==> config.mk <==
export PLATFORM = sky130hd
export DESIGN_NAME = mips_prog_loader
export DESIGN_NICKNAME = d
export VERILOG_FILES = /design/src/rtl/mips_pkg.sv /design/src/rtl/mips_prog_loader.sv
export SDC_FILE = /design/constraint.sdc
export NUM_CORES = 1
export LEC_CHECK = 0
export ABC_AREA = 1
export BUFFER_PORTS_ARGS = -buffer_cell sky130_fd_sc_hd__buf_2
export CAP_MARGIN = 40
export CORE_MARGIN = 2
export CORE_UTILIZATION = 44
export DETAILED_ROUTE_END_ITERATION = 10
export GPL_TIMING_DRIVEN = 0
export HOLD_SLACK_MARGIN = 0.15
export PLACE_DENSITY = 0.62
export SETUP_SLACK_MARGIN = 0.2
export SLEW_MARGIN = 20
export SYNTH_ARGS = -nofsm -noshare
export SYNTH_HDL_FRONTEND = slang
export SYNTH_SLANG_ARGS = --single-unit
==> constraint.sdc <==
create_clock -name clk1 -period 10.9 [get_ports clk1]
set_input_delay 1.635 -clock clk1 [delete_from_list [all_inputs] [get_ports clk1]]
set_output_delay 1.635 -clock clk1 [all_outputs]
set_load 0.005 [all_outputs]
==> src/rtl/mips_pkg.sv <==
// Shared definitions for the pipe_MIPS32 program loader: loader states, the HLT opcode
// and the default instruction/data memory word-address width.
package mips_pkg;

    localparam int         MEM_ADDR_W = 10;
    localparam logic [5:0] HLT_OP     = 6'h3f;

    typedef enum logic [2:0] {
        LEN_HI,
        LEN_LO,
        DATA,
        CSUM,
        DONE,
        ERR
    } ld_state_e;

endpackage

==> src/rtl/mips_prog_loader.sv <==
// Byte-serial framed loader: writes big-endian words to core memory one cycle after each 4th byte.
// Accepts a byte every cycle while loading (never stalls on a write); refuses input in DONE/ERR.
module mips_prog_loader
    import mips_pkg::*;
#(
    parameter int ADDR_W = MEM_ADDR_W
) (
    input  logic              clk1,
    input  logic              rst,
    input  logic [7:0]        in_byte,
    input  logic              in_valid,
    output logic              in_ready,
    input  logic              restart,
    output logic              mem_we,
    output logic [ADDR_W-1:0] mem_addr,
    output logic [31:0]       mem_wdata,
    output logic              cpu_hold,
    output logic              cpu_start,
    output logic              done,
    output logic              error,
    output logic [ADDR_W:0]   words_loaded
);

    localparam int DEPTH = 2 ** ADDR_W;

    ld_state_e         state_q;
    logic [15:0]       len_q;
    logic [1:0]        byte_cnt_q;
    logic [23:0]       shift_q;
    logic [7:0]        xor_q;
    logic              we_q;
    logic [ADDR_W-1:0] addr_q;
    logic [31:0]       wdata_q;
    logic [ADDR_W:0]   words_q;
    logic              hold_q;
    logic              start_q;
    logic              done_q;
    logic              error_q;

    logic              acc;
    logic [15:0]       len_d;
    logic              len_bad;
    logic [ADDR_W:0]   words_d;
    logic              last_word;

    always_comb begin
        acc       = in_valid && in_ready;
        len_d     = {len_q[15:8], in_byte};
        len_bad   = (len_d == 16'd0) || ({16'd0, len_d} > 32'(DEPTH));
        words_d   = words_q + (ADDR_W+1)'(1);
        last_word = ({{(31-ADDR_W){1'b0}}, words_d} == {16'd0, len_q});
    end

    assign in_ready = (state_q != DONE) && (state_q != ERR);

    always_ff @(posedge clk1 or posedge rst) begin
        if (rst) begin
            state_q    <= LEN_HI;
            len_q      <= '0;
            byte_cnt_q <= '0;
            shift_q    <= '0;
            xor_q      <= '0;
            we_q       <= 1'b0;
            addr_q     <= '0;
            wdata_q    <= '0;
            words_q    <= '0;
            hold_q     <= 1'b1;
            start_q    <= 1'b0;
            done_q     <= 1'b0;
            error_q    <= 1'b0;
        end else begin
            we_q    <= 1'b0;
            start_q <= 1'b0;
            case (state_q)
                LEN_HI: if (acc) begin
                    len_q[15:8] <= in_byte;
                    xor_q       <= xor_q ^ in_byte;
                    state_q     <= LEN_LO;
                end
                LEN_LO: if (acc) begin
                    len_q[7:0] <= in_byte;
                    xor_q      <= xor_q ^ in_byte;
                    if (len_bad) begin
                        state_q <= ERR;
                        error_q <= 1'b1;
                    end else begin
                        state_q <= DATA;
                    end
                end
                DATA: if (acc) begin
                    xor_q      <= xor_q ^ in_byte;
                    byte_cnt_q <= byte_cnt_q + 2'd1;
                    shift_q    <= {shift_q[15:0], in_byte};
                    // 4th byte completes the word; the write goes out next cycle
                    if (byte_cnt_q == 2'd3) begin
                        we_q    <= 1'b1;
                        wdata_q <= {shift_q, in_byte};
                        addr_q  <= words_q[ADDR_W-1:0];
                        words_q <= words_d;
                        if (last_word) begin
                            state_q <= CSUM;
                        end
                    end
                end
                CSUM: if (acc) begin
                    if (in_byte == xor_q) begin
                        state_q <= DONE;
                        done_q  <= 1'b1;
                        hold_q  <= 1'b0;
                        start_q <= 1'b1;
                    end else begin
                        state_q <= ERR;
                        error_q <= 1'b1;
                    end
                end
                DONE, ERR: if (restart) begin
                    state_q    <= LEN_HI;
                    len_q      <= '0;
                    byte_cnt_q <= '0;
                    xor_q      <= '0;
                    addr_q     <= '0;
                    words_q    <= '0;
                    hold_q     <= 1'b1;
                    done_q     <= 1'b0;
                    error_q    <= 1'b0;
                end
                default: state_q <= LEN_HI;
            endcase
        end
    end

    assign mem_we       = we_q;
    assign mem_addr     = addr_q;
    assign mem_wdata    = wdata_q;
    assign cpu_hold     = hold_q;
    assign cpu_start    = start_q;
    assign done         = done_q;
    assign error        = error_q;
    assign words_loaded = words_q;

endmodule

# After elaboration in Yosys (flattened, before gate mapping)
# Cells that the tools add are included.
# word_totals
reg_bits,111
latch_bits,0
ramBits,0
mem_bits_ro,0
inputBits,12
output_inout_bits,59
elab_cells,109
mem_count,0
# op_classes
add_sub_neg,2
multipliers,0
div_mod_pow,0
order_cmp,1
eq_ne,21
n_shift,0
n_mux,47
bitwise_logic,1
reduce_logical,23
# ops
operator,count
8-bit case mux with 2 select lines,3
11-bit 2-to-1 mux,3
10-bit 2-to-1 mux,3
3-bit 2-to-1 mux,8
8-bit 2-to-1 mux,3
11-bit case mux with 2 select lines,1
"2-bit inequality test, second input constant",10
10-bit case mux with 2 select lines,1
1-bit 2-to-1 mux,17
11-bit by 16-bit == test with 1-bit output,1
"16-bit by 11-bit > comparator with 1-bit output, second input constant",1
16-bit zero test,1
16-bit 2-to-1 mux,1
3-bit case mux with 5 select lines,1
3-bit AND reduction,5
"11-bit by 1-bit adder with 11-bit output, second input constant",1
2-bit nonzero test,5
8-bit == test,1
4-bit AND reduction,2
8-bit XOR,1
7-bit AND reduction,1
"3-bit by 2-bit == test with 1-bit output, second input constant",2
"3-bit == test, second input constant",2
"3-bit inequality test, second input constant",2
16 further kinds,19

# Depth between registers and ports, before layout
# depth
ltp_word,6
mapped_depth,15

# Least setup slack after synthesis
# OpenSTA, ideal clock, no wires.
# synth_timing
path_kind,input to register
startpoint,input port in_valid
endpoint,register xor_q[2]
setup_ns,0.125
arrival_ns,2.484
required_ns,10.775
setup_slack_ns,8.291
path_stages,6
n_path_buf,1
cell_sequence,inv_1 nand2_1 nand2_4 a21oi_2 buf_6 mux2_4
# synth_via
elab_chain_cells,3
# synth_lines
element,line_no,text
"start, declared",mips_prog_loader.sv:11,"input logic in_valid,"
1-bit logical AND,mips_prog_loader.sv:47,acc = in_valid && in_ready;
2-bit by 1-bit inequality test with 1-bit output (no line),n/a,
3-bit AND reduction (no line),n/a,
"end signal, assigned",mips_prog_loader.sv:77,xor_q <= xor_q ^ in_byte;
"end signal, assigned",mips_prog_loader.sv:82,xor_q <= xor_q ^ in_byte;
"end signal, assigned",mips_prog_loader.sv:91,xor_q <= xor_q ^ in_byte;
"end, declared",mips_prog_loader.sv:30,logic [7:0] xor_q;
# Every way passes these cells.
# A chain may end at the register's enable or synchronous reset.

# Worst setup path in the final report
# layout_timing
startpoint,register state_q[1]
endpoint,output port in_ready
# layout_via
elab_chain_cells,2
word_cells_on_any_way,3
cone_classes,2 x eq/ne; 1 x reduce/logical
# layout_lines
element,line_no,text
"start, declared",mips_prog_loader.sv:26,ld_state_e state_q;
"start signal, assigned",mips_prog_loader.sv:58,state_q <= LEN_HI;
"start signal, assigned",mips_prog_loader.sv:78,state_q <= LEN_LO;
"start signal, assigned",mips_prog_loader.sv:84,state_q <= ERR;
3-bit inequality test,mips_prog_loader.sv:54,assign in_ready = (state_q != DONE) && (state_q != ERR);
1-bit logical AND (*),mips_prog_loader.sv:54,
"end, declared",mips_prog_loader.sv:12,"output logic in_ready,"
# Every way passes the cells marked *; elsewhere a longest branch is shown, timed or not.

==> impl_metrics.ini <==
[placement]
io_buffers = 70
post-dp-hpwl_um = 8471
dpl.cell_count = 790
gp_congestion = 0.8667
dpl_cell_area_um2 = 5543

[worst_setup_path]
crit_path_start_kind = flop
r2r_cells = 14
worstSetupPathType = flop to output pin
crit_slowest_cell = dfrtp_1
worstPathMaxFanout = 8
cp_top_family = flip-flops
slowest_delay_ns = 0.47
worstPathRequired_ns = 9.27
r2r_slack_ns = 8.84
crit_buf_inv = 2
path_cells = inv_2 -> nand2_4 -> buf_2
endpoint_kind = output pin
reg2reg_from = words_loaded[0]
arrival_ns = 1.24
rr_endpoint = state_q[0]

[sta]
finalSetupTns_ns = 0
fmax_mhz = 348.0
period_minus_slack_ns = 2.874
drv_slew = 0
fin_crit_sh_pct = 26.37
finalSetupViolCount = 0
worst_pin_slew_ns = 0.4783
rsz0062_at_grt = no
hold_viol = 0
maxSlewHeadroom_pct = 68.11
finClkSkew_ns = 0.009862

[global_route]
grt_max_degree = 77
grt_pass1_vias = 3919
grt.total_usage_pct = 19.19
grt_pass1_wl_um = 19220
overflow = 0
antenna_found_initial = 0

[finish]
syn_to_final_growth_pct = 16.72
layout_commonest_cell = nand2_1
fillCellCount = 1026
antenna_cells = 0
final_nets = 675
final_cell_mix = 162 x nand2_1, 110 x dfrtp_1, 76 x buf_2, 75 x o21ai_0, 65 x inv_1
drive_above_1_share_pct = 18.92
final_util_pct = 53.20
stdcell_count = 806
fin_area_um2 = 5818

[synthesis]
synthFlopType = dfrtp_1
synth_top_family_by_area = simple AND/OR/NAND/NOR gates
ys_seq_area_share_pct = 55.75
syn_inst = 579
syn_area_per_cell_um2 = 8.609
synthAdderAreaFrac_pct = 0.5020
yosys.area_share.simple_pct = 22.59
syn_area_um2 = 4985
synth_fp_nets = 593
yosysUniqueCellTypes = 31
ys_warn_count = 0
muxShareOfSynthArea_pct = 1.958
synthArstFlopShare_pct = 100.0
synth-edff-count = 0
synth_seq_cells = 111
synth-compound-area-share_pct = 10.19
synth_xor_area_share_pct = 1.406

[clock_network]
numCtsBuffers = 9
hold_buffers = 0
cts_tree = yes
cts_root_buffer = clkbuf_16
path_clk_slew_ns = 0.07
cts.repair.resized = 0
clockBufferDepth = 2
cts_sinks = 111
cts_setup_buffers = 0
cts_max_level = 3
insertion_delay_ns = 0.35

[hold_path]
hold_path.startpoint = mem_wdata[27]
holdPathStages = 2
hold_class = flop to flop
hold_end = mem_wdata[27]

[power]
comb_power_share_pct = 28.1
p_total_w = 0.001166
power_density_nw_per_um2 = 200.4
clockPowerShare_pct = 26.6
p_sw_w = 0.0004000
seqPwrFrac_pct = 45.2
power.internal_w = 0.0007660
p_leak_nw = 2.967
swShare_pct = 34.31
max-vdd-ir-drop_uv = 105.2

[drt]
drt_iter0_markers = 206
wire_per_inst_um = 14.26
firstDrtPassIters = 4
vias_per_cell = 4.996
drc_errors = 0
ant_nets = 0
vias = 4027
wirelength_um = 11500

[floorplan]
die_w_um = 110.4
ioPinCount = 71
coreArea_um2 = 10940
initial_core_util_pct = 45.58
chipHeight_um = 110.4
dieArea_um2 = 12200
rows = 38

[status]
status = finished, final reports clean

[job]
maxCapViolCount = 0
==> sequential cells by signal (all words and copies together) (netlist names), 2 cells and up <==
register      count
byte_cnt_q        2
len_q            16
mem_addr         10
mem_wdata        32
shift_q          24
state_q           3
words_loaded     11
xor_q             8
==> cell usage after synthesis, types with 6 or more instances <==
library cell / instances / share of area (%)
dfrtp_1: 110 / 55
buf_2: 6 / 0.60
nand3_1: 46 / 4.6
o21ai_1: 10 / 1.0
mux2_2: 6 / 1.4
o21ai_0: 75 / 7.5
inv_1: 66 / 5.0
nand2_1: 162 / 12
clkbuf_1: 10 / 0.75
nor2_1: 31 / 2.3
==> tightest hold or removal path, cell delays in order, from the launching register on <==
cell	delay, ns
dfrtp_1	0.34
nand2_1	0.05
nand2_1	0.05
==> per-layer routing <==
layer	track usage [%]	wire, um	part of all wire, %
met1	27.77	5532	48
met2	29.57	5206	45
met3	3.897	604	5.3
met4	5.250	151	1.3
met5	0	0	0
==> power groups by stage <==
stage | registers, W | logic [W] | clock network (W)
after floorplan | 0.000524 | 0.000255 | 0
after detailed placement | 0.000534 | 0.000329 | 0
after CTS | 0.000527 | 0.000331 | 0.000315
after global routing | 0.000537 | 0.000376 | 0.000332
final | 0.000527 | 0.000328 | 0.000310
after global placement | 0.000531 | 0.000320 | 0
==> metrics by stage <==
| step | hold slack (ns) | worst slack, ns |
|---|---|---|
| 3_5_place_dp | 0.4628 | 7.911 |
| 6_report | 0.4791 | 8.026 |
| 5_1_grt | 0.5002 | 7.966 |
| 3_3_place_gp | 0.4557 | 5.086 |
| 2_1_floorplan | 0.4422 | 6.336 |
| 4_1_cts | 0.4808 | 8.020 |
==> cell type report <==
cell class                      instances  area (um^2)  area share, %
Sequential cell                       111         2779          47.76
Timing Repair Buffer                   71        377.9          6.495
Clock inverter                          5        42.54         0.7312
Multi-Input combinational cell        376         1827          31.40
Tap cell                              140        175.2          3.011
Clock buffer                           11        232.7          4.000
Inverter                               71        271.5          4.667
Buffer                                 21        112.6          1.935
==> worst max-delay path by stage <==
stage	start	to	slack (ns)	cells past startpoint
2_1_floorplan	rst	byte_cnt_q[0]	6.34	1
3_3_place_gp	rst	mem_addr[7]	5.09	2
3_5_place_dp	in_byte[0]	state_q[2]	7.91	11
4_1_cts	state_q[1]	in_ready	8.02	3
5_1_grt	state_q[1]	in_ready	7.97	3
6_report	state_q[1]	in_ready	8.03	3
==> cell families (layout without fill, tap and decap cells) <==
family                   count (synthesis)  after routing
AO/OA/AOI/OAI                           98             98
XOR/XNOR                                 8              8
adder cells (fa/ha/maj)                  2              2
buffers and inverters                   92            179
flip-flops                             111            111
multiplexers                             8              8
AND/OR/NAND/NOR                        260            260
(Power assumes the default switching activity.)
